File: src/rtl/muldiv_unit_pkg.sv
// Shared definitions for the iterative multiply/divide unit: funct3 op-codes,
// FSM state encodings and operand-signedness helpers. Decode uses the same
// op-code names so both sides agree on the funct3 mapping.
package muldiv_unit_pkg;

  // funct3 op-codes (RV32M/RV64M)
  localparam logic [2:0] FUNC_MUL    = 3'b000;
  localparam logic [2:0] FUNC_MULH   = 3'b001;
  localparam logic [2:0] FUNC_MULHSU = 3'b010;
  localparam logic [2:0] FUNC_MULHU  = 3'b011;
  localparam logic [2:0] FUNC_DIV    = 3'b100;
  localparam logic [2:0] FUNC_DIVU   = 3'b101;
  localparam logic [2:0] FUNC_REM    = 3'b110;
  localparam logic [2:0] FUNC_REMU   = 3'b111;

  // Sequencer states
  typedef enum logic [1:0] {
    IDLE   = 2'd0,
    CALC   = 2'd1,
    FINISH = 2'd2
  } muldiv_state_e;

  // Divide ops all have funct3[2] set.
  function automatic logic is_div_op(input logic [2:0] f);
    return f[2];
  endfunction

  // operand1 is signed for everything except MULHU, DIVU and REMU.
  function automatic logic op1_signed(input logic [2:0] f);
    return (f != FUNC_MULHU) && !(f[2] && f[0]);
  endfunction

  // operand2 is signed only for MUL, MULH, DIV and REM.
  function automatic logic op2_signed(input logic [2:0] f);
    return (f == FUNC_MUL) || (f == FUNC_MULH) ||
           (f == FUNC_DIV) || (f == FUNC_REM);
  endfunction

endpackage

File: src/rtl/muldiv_unit.sv
// Iterative RV32M/RV64M multiply/divide unit. Radix-2 shift-add multiply and
// restoring divide on operand magnitudes, one step per cycle over XLEN cycles,
// with a shared 2*XLEN accumulator holding {product} or {remainder, quotient}.
// Divide-by-zero and signed-overflow divides skip CALC entirely.
//
// state  | meaning
// IDLE   | waiting for start; latches operands and magnitudes on accept
// CALC   | one shift-add / shift-subtract step per cycle, counter counts down
// FINISH | first cycle: sign-correct and register result; second: done pulse
module muldiv_unit
  import muldiv_unit_pkg::*;
#(
  parameter int XLEN = 32
) (
  input  logic            clk,
  input  logic            rst,
  input  logic            start,
  input  logic [2:0]      func,
  input  logic [XLEN-1:0] operand1,
  input  logic [XLEN-1:0] operand2,
  output logic            busy,
  output logic            done,
  output logic [XLEN-1:0] result
);

  localparam int              CW       = $clog2(XLEN + 1);
  localparam logic [CW-1:0]   CNT_INIT = CW'(XLEN);
  localparam logic [CW-1:0]   CNT_ONE  = CW'(1);
  localparam logic [XLEN-1:0] MOST_NEG = {1'b1, {(XLEN-1){1'b0}}};

  muldiv_state_e     state_q;
  logic [2:0]        func_q;
  logic [2*XLEN-1:0] acc_q;
  logic [XLEN-1:0]   b_q;
  logic [CW-1:0]     cnt_q;
  logic              neg_q;
  logic              rem_neg_q;
  logic              special_q;
  logic              busy_q;
  logic              done_q;
  logic [XLEN-1:0]   result_q;

  logic              s1, s2;
  logic [XLEN-1:0]   mag1, mag2;
  logic              div_zero, div_ovf;
  logic [XLEN-1:0]   special_val;
  logic [XLEN:0]     mul_sum;
  logic [XLEN:0]     div_trial;
  logic [2*XLEN-1:0] mul_acc_d;
  logic [2*XLEN-1:0] div_acc_d;
  logic [2*XLEN-1:0] prod_fix;
  logic [XLEN-1:0]   quo_fix, rem_fix;
  logic [XLEN-1:0]   result_d;

  // Decode the incoming request: signs, magnitudes and early-out cases.
  always_comb begin
    s1          = op1_signed(func) & operand1[XLEN-1];
    s2          = op2_signed(func) & operand2[XLEN-1];
    mag1        = s1 ? (~operand1 + 1'b1) : operand1;
    mag2        = s2 ? (~operand2 + 1'b1) : operand2;
    div_zero    = is_div_op(func) && (operand2 == '0);
    div_ovf     = is_div_op(func) && !func[0] &&
                  (operand1 == MOST_NEG) && (operand2 == '1);
    special_val = '0;
    if (div_zero) begin
      special_val = func[1] ? operand1 : '1;
    end else if (div_ovf) begin
      special_val = func[1] ? '0 : operand1;
    end
  end

  // One iteration step for each algorithm, computed from the accumulator.
  always_comb begin
    mul_sum   = {1'b0, acc_q[2*XLEN-1:XLEN]} + (acc_q[0] ? {1'b0, b_q} : '0);
    mul_acc_d = {mul_sum, acc_q[XLEN-1:1]};
    div_trial = acc_q[2*XLEN-1:XLEN-1] - {1'b0, b_q};
    if (!div_trial[XLEN]) begin
      div_acc_d = {div_trial[XLEN-1:0], acc_q[XLEN-2:0], 1'b1};
    end else begin
      div_acc_d = {acc_q[2*XLEN-2:0], 1'b0};
    end
  end

  // Sign correction and result selection, registered on the first FINISH cycle.
  always_comb begin
    prod_fix = neg_q     ? (~acc_q + 1'b1) : acc_q;
    quo_fix  = neg_q     ? (~acc_q[XLEN-1:0] + 1'b1) : acc_q[XLEN-1:0];
    rem_fix  = rem_neg_q ? (~acc_q[2*XLEN-1:XLEN] + 1'b1) : acc_q[2*XLEN-1:XLEN];
    result_d = '0;
    if (special_q) begin
      result_d = acc_q[XLEN-1:0];
    end else begin
      case (func_q)
        FUNC_MUL:                 result_d = prod_fix[XLEN-1:0];
        FUNC_MULH, FUNC_MULHSU,
        FUNC_MULHU:               result_d = prod_fix[2*XLEN-1:XLEN];
        FUNC_DIV, FUNC_DIVU:      result_d = quo_fix;
        default:                  result_d = rem_fix;
      endcase
    end
  end

  // Sequencer and datapath registers; all outputs come straight from flops.
  always_ff @(posedge clk) begin
    if (rst) begin
      state_q   <= IDLE;
      func_q    <= '0;
      acc_q     <= '0;
      b_q       <= '0;
      cnt_q     <= '0;
      neg_q     <= 1'b0;
      rem_neg_q <= 1'b0;
      special_q <= 1'b0;
      busy_q    <= 1'b0;
      done_q    <= 1'b0;
      result_q  <= '0;
    end else begin
      case (state_q)
        IDLE: begin
          done_q <= 1'b0;
          if (start) begin
            func_q    <= func;
            neg_q     <= s1 ^ s2;
            rem_neg_q <= s1;
            cnt_q     <= CNT_INIT;
            busy_q    <= 1'b1;
            if (div_zero || div_ovf) begin
              acc_q     <= {{XLEN{1'b0}}, special_val};
              b_q       <= '0;
              special_q <= 1'b1;
              state_q   <= FINISH;
            end else begin
              // Multiply: b_q is the multiplicand, low half the multiplier.
              // Divide: b_q is the divisor, low half the dividend.
              acc_q     <= {{XLEN{1'b0}}, is_div_op(func) ? mag1 : mag2};
              b_q       <= is_div_op(func) ? mag2 : mag1;
              special_q <= 1'b0;
              state_q   <= CALC;
            end
          end
        end
        CALC: begin
          acc_q <= is_div_op(func_q) ? div_acc_d : mul_acc_d;
          cnt_q <= cnt_q - CNT_ONE;
          if (cnt_q == CNT_ONE) begin
            state_q <= FINISH;
          end
        end
        FINISH: begin
          if (!done_q) begin
            done_q   <= 1'b1;
            result_q <= result_d;
          end else begin
            done_q  <= 1'b0;
            busy_q  <= 1'b0;
            state_q <= IDLE;
          end
        end
        default: begin
          state_q <= IDLE;
          done_q  <= 1'b0;
          busy_q  <= 1'b0;
        end
      endcase
    end
  end

  assign busy   = busy_q;
  assign done   = done_q;
  assign result = result_q;

endmodule

File: config.mk
export PLATFORM = sky130hd
export DESIGN_NAME = muldiv_unit
export DESIGN_NICKNAME = d
export VERILOG_FILES = /design/src/rtl/muldiv_unit_pkg.sv /design/src/rtl/muldiv_unit.sv
export SDC_FILE = /design/constraint.sdc
export NUM_CORES = 1
export LEC_CHECK = 0
export ABC_AREA = 1
export CAP_MARGIN = 20
export CORE_AREA = 2 2 285 259
export DETAILED_ROUTE_END_ITERATION = 10
export DIE_AREA = 0 0 287 261
export GPL_ROUTABILITY_DRIVEN = 0
export HOLD_SLACK_MARGIN = 0.08
export PLACE_DENSITY_LB_ADDON = 0.25
export SLEW_MARGIN = 20
export SYNTH_ARGS = -nofsm -noshare
export SYNTH_HDL_FRONTEND = slang
export SYNTH_SLANG_ARGS = --single-unit
File: constraint.sdc
create_clock -name clk -period 2.9 [get_ports clk]
set_input_delay 0.87 -clock clk [delete_from_list [all_inputs] [get_ports clk]]
set_output_delay 0.87 -clock clk [all_outputs]
set_load 0.03 [all_outputs]
==> results of run 1 <==
==> path summary, 6_finish.rpt <==
| path | slack, ns | from | end |
|---|---|---|---|
| hold reg to reg | 0.46 | result[4] | result[4] |
| hold / removal | 0.46 | result[4] | result[4] |
| setup reg to reg | 0.17 | func_q[1] | result[19] |
| setup / recovery | 0.17 | operand2[0] | b_q[30] |
==> Yosys cell counts, types with 2 or more instances <==
cell type / count
sky130_fd_sc_hd__nand3_1: 366
sky130_fd_sc_hd__xnor2_1: 21
sky130_fd_sc_hd__nand2_4: 5
sky130_fd_sc_hd__inv_2: 19
sky130_fd_sc_hd__fa_1: 2
sky130_fd_sc_hd__xor2_1: 51
sky130_fd_sc_hd__a21oi_2: 4
sky130_fd_sc_hd__nor3_1: 34
sky130_fd_sc_hd__inv_1: 404
sky130_fd_sc_hd__dfxtp_1: 144
sky130_fd_sc_hd__a21boi_0: 3
sky130_fd_sc_hd__o21ai_1: 24
sky130_fd_sc_hd__nand4_1: 44
sky130_fd_sc_hd__nor3_2: 2
sky130_fd_sc_hd__nor2_4: 4
sky130_fd_sc_hd__nand2_2: 13
sky130_fd_sc_hd__nor2_2: 15
sky130_fd_sc_hd__nand2_1: 998
sky130_fd_sc_hd__a31oi_1: 9
sky130_fd_sc_hd__o21bai_1: 8
sky130_fd_sc_hd__o31ai_1: 4
sky130_fd_sc_hd__or2_2: 6
sky130_fd_sc_hd__clkinv_1: 3
sky130_fd_sc_hd__or2_1: 2
sky130_fd_sc_hd__ha_1: 71
sky130_fd_sc_hd__o21a_1: 7
sky130_fd_sc_hd__buf_1: 22
sky130_fd_sc_hd__o21ai_2: 3
sky130_fd_sc_hd__nor2_1: 337
sky130_fd_sc_hd__buf_2: 21
sky130_fd_sc_hd__clkbuf_1: 81
sky130_fd_sc_hd__a21o_1: 8
sky130_fd_sc_hd__buf_6: 5
sky130_fd_sc_hd__o21ai_0: 214
sky130_fd_sc_hd__nand3b_1: 22
sky130_fd_sc_hd__o211ai_1: 30
sky130_fd_sc_hd__a21oi_1: 302
sky130_fd_sc_hd__nor4_1: 5
sky130_fd_sc_hd__buf_4: 3
==> flip-flops by register name, summed over array words and instances, names as in the netlist <==
name       count
acc_q         64
b_q           32
result        32
cnt_q          6
func_q         3
state_q        2
busy           1
done           1
neg_q          1
rem_neg_q      1
special_q      1
==> through the flow <==
step	instances	TNS [ns]	cell area, um^2	hold slack, ns
CTS	4607	0	22650	0.4662
finish	4609	0	22690	0.4644
global placement	4575	-6.119	22050	0.4549
floorplan	3329	0	17860	0.4536
detailed placement	4575	-7.729	22050	0.4561
global route	4607	-0.01381	22690	0.4762
==> routing by layer <==
| layer | up-vias | GRT usage (%) | routed length, um |
|---|---|---|---|
| li1 | 11430 | - | - |
| met1 | 10410 | 32.14 | 39650 |
| met2 | 1000 | 31.97 | 34490 |
| met3 | 119 | 4.800 | 7906 |
| met4 | 4 | 7.161 | 2450 |
| met5 | - | 0 | 27 |
==> cell type report <==
cell class                      instances  area share (%)
Timing Repair Buffer                  418           15.64
Tap cell                              960           5.293
Multi-Input combinational cell       2627           56.61
Sequential cell                       144           12.72
Inverter                              426           7.047
Clock inverter                         14          0.7333
Clock buffer                           18           1.935
Antenna cell                            2         0.02206
==> what timing repair did <==
action,4_1_cts,5_1_grt
resized for setup,1,10
setup endpoints to repair,1,29
pin swaps,0,3
hold endpoints to repair,0,0
==> power breakdown <==
part	switching, W	internal [W]	total [W]	leakage [nW]
Sequential	0.000260	0.00216	0.00242	1.18
Clock	0.00112	0.00125	0.00237	0.297
Combinational	0.00367	0.00184	0.00551	9.39
==> tightest hold or removal path: cells and delay by family (launching register included) <==
family / cells / cell delay (ns)
simple gates: 1 / 0.06
flops: 1 / 0.31
compound gates: 1 / 0.05
==> logic make-up (layout without fill, tap and decap cells) <==
logic type | count (synthesis) | count (layout)
buf+inv | 558 | 876
fa+ha+maj | 73 | 73
simple gates | 1859 | 1859
flops | 144 | 144
xor+xnor | 72 | 72
compound gates | 623 | 623
other cells | 0 | 2
==> results.json, run 1 <==
{
  "timing_worst_setup_path_type": "input pin to flop",
  "gr-usage-all-layers_pct": 22.09,
  "clock-sinks": 144,
  "syn2layout_area_growth_pct": 27.06,
  "initial_utilization_pct": 24.73,
  "synthesis.instances": 3329,
  "die_area_um2": 74910,
  "synth_adder_area_share_pct": 5.198,
  "syn-mean-instance-area_um2": 5.365,
  "die_outline_width_um": 287,
  "critical_path.most_common_cell": "sky130_fd_sc_hd__nand3_1",
  "timing.critical_path.from_type": "input pin",
  "cts_h_tree_depth": 4,
  "power_leakage_nw": 10.86,
  "via_per_inst": 4.983,
  "power.density_cell_area_nw_per_um2": 454.3,
  "yosysUniqueCellTypes": 52,
  "numPortBuffers": 103,
  "synth_top_cells_by_area": "sky130_fd_sc_hd__nand2_1 21%, sky130_fd_sc_hd__dfxtp_1 16%, sky130_fd_sc_hd__nand3_1 10%",
  "grt_first_pass_wirelength_um": 125900,
  "grt_total_ovfl": 0,
  "total_power_w": 0.01031,
  "clock_latency_ns": 0.49,
  "largest_family_of_logic_cells_by_synthesized_area": "simple AND/OR/NAND/NOR gates",
  "top_level_ports": 104,
  "fin_crit_ns": 2.730,
  "max_slew_margin_pct": 44.60,
  "ff2ff_path_depth": 12,
  "post-route-util_pct": 31.42,
  "synth_compound_area_share_pct": 18.75,
  "cts-buffers-inserted": 17,
  "critPathCaptureType": "flop",
  "finalHoldViolCount": 0,
  "post-place-ws_ns": -0.2759,
  "synth-xor-area-share_pct": 3.531,
  "postSynthNetCount": 3472,
  "area_share_of_the_largest_cell_type_after_synthesis_pct": 20.98,
  "detailroute.via_count": 22970,
  "cp_top_family": "simple AND/OR/NAND/NOR gates",
  "critPathMaxStageDelay_ns": 0.43,
  "final_min_period_over_clock_period_pct": 94.14,
  "ys.warnings.count": 0,
  "slowest_stage_cell_crit_path": "sky130_fd_sc_hd__clkdlybuf4s50_1",
  "worst_clock_skew_ns": 0.01225,
  "critPathMaxFanout": 7,
  "post-cts-setup-buffers": 0,
  "grt_pass1_vias": 20670,
  "drtAntennaViolNets": 0,
  "layout.nets": 3777,
  "drt_drc_violations_left": 0,
  "worst_ep_required_time_ns": 3.31,
  "routed_wl_um": 84520,
  "synth-seq-area-share_pct": 16.14,
  "timing.max_cap.violations": 0,
  "leading_cell_types_in_the_layout_fill_and_taps_excluded": "997 x sky130_fd_sc_hd__nand2_1, 403 x sky130_fd_sc_hd__inv_1, 366 x sky130_fd_sc_hd__nand3_1",
  "detailed_place_hpwl_um": 68390,
  "dr.pass1.iters": 8,
  "worstPathCellList": "clkdlybuf4s50_1 > inv_1 > ha_1 > nand3_1 > nor2_1 > nand2_1 > nor2_1 > nand2_1 > nand2_2 > nand4_1 > buf_4 > nand3_1 > nand3_1 > a21oi_1",
  "antenna_violations_before_repair": 2,
  "core-area_um2": 72210,
  "final_common_cell": "sky130_fd_sc_hd__nand2_1",
  "timing.critical_path.depth": 14,
  "holdPathStages": 2,
  "drt_first_iter_violations": 2471,
  "rows": 94,
  "clock_path_buffers": 2,
  "crit_arrival_ns": 3.14,
  "outcome": "complete, no violations",
  "final.fill_count": 8326,
  "synth_enable_flop_cells": 0,
  "post_cts_hold_buffer_count": 0,
  "setup_viol": 0,
  "clk_transition_reported_paths_ns": 0.07,
  "synthFlopType": "sky130_fd_sc_hd__dfxtp_1",
  "die_h_um": 261,
  "tritoncts": "yes",
  "layout_setup_ws_ns": 0.1700,
  "yosys.area_share.simple_pct": 44.23,
  "multi_input_comb_area_um2": 12840,
  "synth_mux_area_share_pct": 0,
  "drv_slew": 0,
  "hp-class": "flop to flop",
  "grt_start_max_net_pins": 103,
  "fraction_of_synthesis_flops_using_an_asynchronous_set_or_reset_pin_pct": 0,
  "peakVddDrop_mv": 0.4701,
  "max_freq_mhz": 366.3,
  "wire_per_inst_um": 18.34,
  "syn-cell-area_um2": 17860,
  "ff_latch_area_um2": 2887,
  "cts_root_buffer": "sky130_fd_sc_hd__clkbuf_16",
  "synth_area_leader_cell": "sky130_fd_sc_hd__nand2_1",
  "layout-drive-gt1-share_pct": 12.06,
  "worstMarginPinSlew_ns": 0.8301,
  "ys_seq_elements": 144,
  "timing.critical_path.buf_inv": 3
}
(Power assumes the default switching activity.)
==> run 2: changes to the inputs <==
--- a/config.mk
+++ b/config.mk
@@ -8,6 +8,7 @@
 export ABC_AREA = 1
 export CAP_MARGIN = 20
 export CORE_AREA = 2 2 285 259
+export CTS_CLUSTER_SIZE = 30
 export DETAILED_ROUTE_END_ITERATION = 10
 export DIE_AREA = 0 0 287 261
 export GPL_ROUTABILITY_DRIVEN = 0
==> constraint.sdc (replaced) <==
create_clock -name clk -period 3.4 [get_ports clk]
set_input_delay 1.02 -clock clk [delete_from_list [all_inputs] [get_ports clk]]
set_output_delay 1.02 -clock clk [all_outputs]
set_load 0.03 [all_outputs]
==> run 2 against run 1 <==
Compared with the run above: first-iteration DRC count is 5.3% higher; design area is 6.4% lower; via count is 2.6% lower; clock power is 22% lower; hold slack hardly changed; sequential power is 14% lower; core utilization is 2.0 points lower; flip-flop and latch count stayed put; critical path type unchanged.
==> results.json, run 2 (synthesis gave the netlist of run 1 again) <==
{
  "layout-drive-gt1-share_pct": 7.515,
  "max_freq_mhz": 313.8,
  "rows": 94,
  "cts_root_buffer": "sky130_fd_sc_hd__clkbuf_16",
  "dr.pass1.iters": 6,
  "final_common_cell": "sky130_fd_sc_hd__nand2_1",
  "highest_utilization_routing_layer_at_the_global_route_stage": "met2",
  "core-area_um2": 72210,
  "worst_ep_required_time_ns": 3.79,
  "layout_setup_ws_ns": 0.2132,
  "peakVddDrop_mv": 0.4098,
  "routed_wl_um": 83360,
  "top_register": "acc_q",
  "outcome": "complete, no violations",
  "met3_usage_pct": 4.199,
  "final.fill_count": 8381,
  "layout.nets": 3603,
  "grt_setup_unrepaired": "false",
  "timing.critical_path.from_type": "input pin",
  "setup_viol": 0,
  "critPathCaptureType": "flop",
  "setup-tns-final_ns": 0,
  "grt_first_pass_wirelength_um": 124700,
  "final_min_period_over_clock_period_pct": 93.73,
  "met1_usage_pct": 31.66,
  "cp_top_family": "simple AND/OR/NAND/NOR gates",
  "die_h_um": 261,
  "die_outline_width_um": 287,
  "die_area_um2": 74910,
  "worstPathCellList": "clkdlybuf4s50_1 > inv_1 > ha_1 > nand2_1 > nor2_4 > nand3_1 > nor2_1 > nand3_1 > nand2_2 > inv_2 > nand2_1 > nor2_1 > o211ai_1 > a21oi_1",
  "cts_h_tree_depth": 4,
  "detailroute.via_count": 22360,
  "grt_pass1_vias": 20200,
  "largest_reg_flops": 64,
  "detailed_place_hpwl_um": 67500,
  "timing_worst_setup_path_type": "input pin to flop",
  "drt_drc_violations_left": 0,
  "worstMarginPinSlew_ns": 0.8026,
  "numPortBuffers": 103,
  "drv_slew": 0,
  "critPathMaxFanout": 11,
  "drtAntennaViolNets": 0,
  "place_inst": 4401,
  "slowest_stage_cell_crit_path": "sky130_fd_sc_hd__clkdlybuf4s50_1",
  "tritoncts": "yes",
  "insertedDiodeCount": 0,
  "post-place-ws_ns": -0.2077,
  "power_leakage_nw": 9.953,
  "final-instance-count-excl-fill": 4433,
  "clock-sinks": 144,
  "grt_start_max_net_pins": 66,
  "wire_per_inst_um": 18.80,
  "crit_arrival_ns": 3.58,
  "grt_total_ovfl": 0,
  "antenna_violations_before_repair": 1,
  "initial_utilization_pct": 24.73,
  "drt_first_iter_violations": 2602,
  "cts-buffers-inserted": 17,
  "fin_crit_ns": 3.187,
  "timing.critical_path.buf_inv": 3,
  "hp-class": "flop to flop",
  "critPathMaxStageDelay_ns": 0.56,
  "leading_cell_types_in_the_layout_fill_and_taps_excluded": "998 x sky130_fd_sc_hd__nand2_1, 403 x sky130_fd_sc_hd__inv_1, 366 x sky130_fd_sc_hd__nand3_1",
  "timing.max_cap.violations": 0,
  "max_slew_margin_pct": 46.37,
  "power.density_cell_area_nw_per_um2": 396.9,
  "via_per_inst": 5.044,
  "clk_transition_reported_paths_ns": 0.07,
  "clock_latency_ns": 0.47,
  "syn2layout_area_growth_pct": 18.88,
  "clock_path_buffers": 2,
  "post-cts-setup-buffers": 0,
  "finalHoldViolCount": 0,
  "top_level_ports": 104,
  "worst_clock_skew_ns": 0.01616,
  "groute.layer.met2.usage_pct": 32.17,
  "gr-usage-all-layers_pct": 21.76
}
[run 2: cell count changes in the layout (fill, tap and decap cells not counted), sizes merged]
cell,change
inv,-1
clkinvlp,+4
buf,-174
bufinv,-1
clkinv,-1
clkbuf,-1
diode,-2
[run 2: layout make-up]
cell class                      count  area [um^2]  area share, %
Clock inverter                     15        126.4         0.5952
Timing Repair Buffer              244         2170          10.22
Sequential cell                   144         2885          13.59
Clock buffer                       17        425.4          2.004
Inverter                          426         1599          7.531
Tap cell                          960         1201          5.657
Multi-Input combinational cell   2627        12820          60.40
[run 2: metal layers]
layer	up-vias	part of all wire, %
met4	0	2.9
met3	129	9.6
li1	11070	-
met2	1015	41
met1	10140	47
met5	-	0
[run 2: report_power, final]
group | leakage [nW] | switching (W) | internal [W]
clock | 0.258 | 0.000908 | 0.000953
sequential | 1.18 | 0.000236 | 0.00185
combinational | 8.52 | 0.00306 | 0.00142
[run 2: worst paths after layout]
path | slack, ns | cells after the start | endpoint | from
setup / recovery | 0.21 | 14 | b_q[7] | operand1[1]
hold reg to reg | 0.46 | 2 | result[30] | result[30]
hold / removal | 0.46 | 2 | result[30] | result[30]
setup reg to reg | 0.38 | 18 | acc_q[61] | acc_q[0]
[run 2: what timing repair did]
action / in CTS / in global routing
hold buffers: 0 / 0
gates resized for setup: 0 / 1
setup endpoints to repair: 0 / 1
[run 2: tightest hold or removal path, stage by stage (launching register included)]
cell	delay, ns
sky130_fd_sc_hd__dfxtp_1	0.31
sky130_fd_sc_hd__nand2_1	0.06
sky130_fd_sc_hd__a21oi_1	0.05
[run 2: per-stage QoR]
stage	instance area, um^2	hold slack [ns]	util (%)	total power, W
finish	21230	0.4639	29.40	0.008427
global placement	20680	0.4542	28.63	0.006484
detailed placement	20680	0.4563	28.63	0.006475
CTS	21230	0.4662	29.40	0.008341
floorplan	17860	0.4536	-	0.004895
global route	21230	0.4848	29.40	0.008953
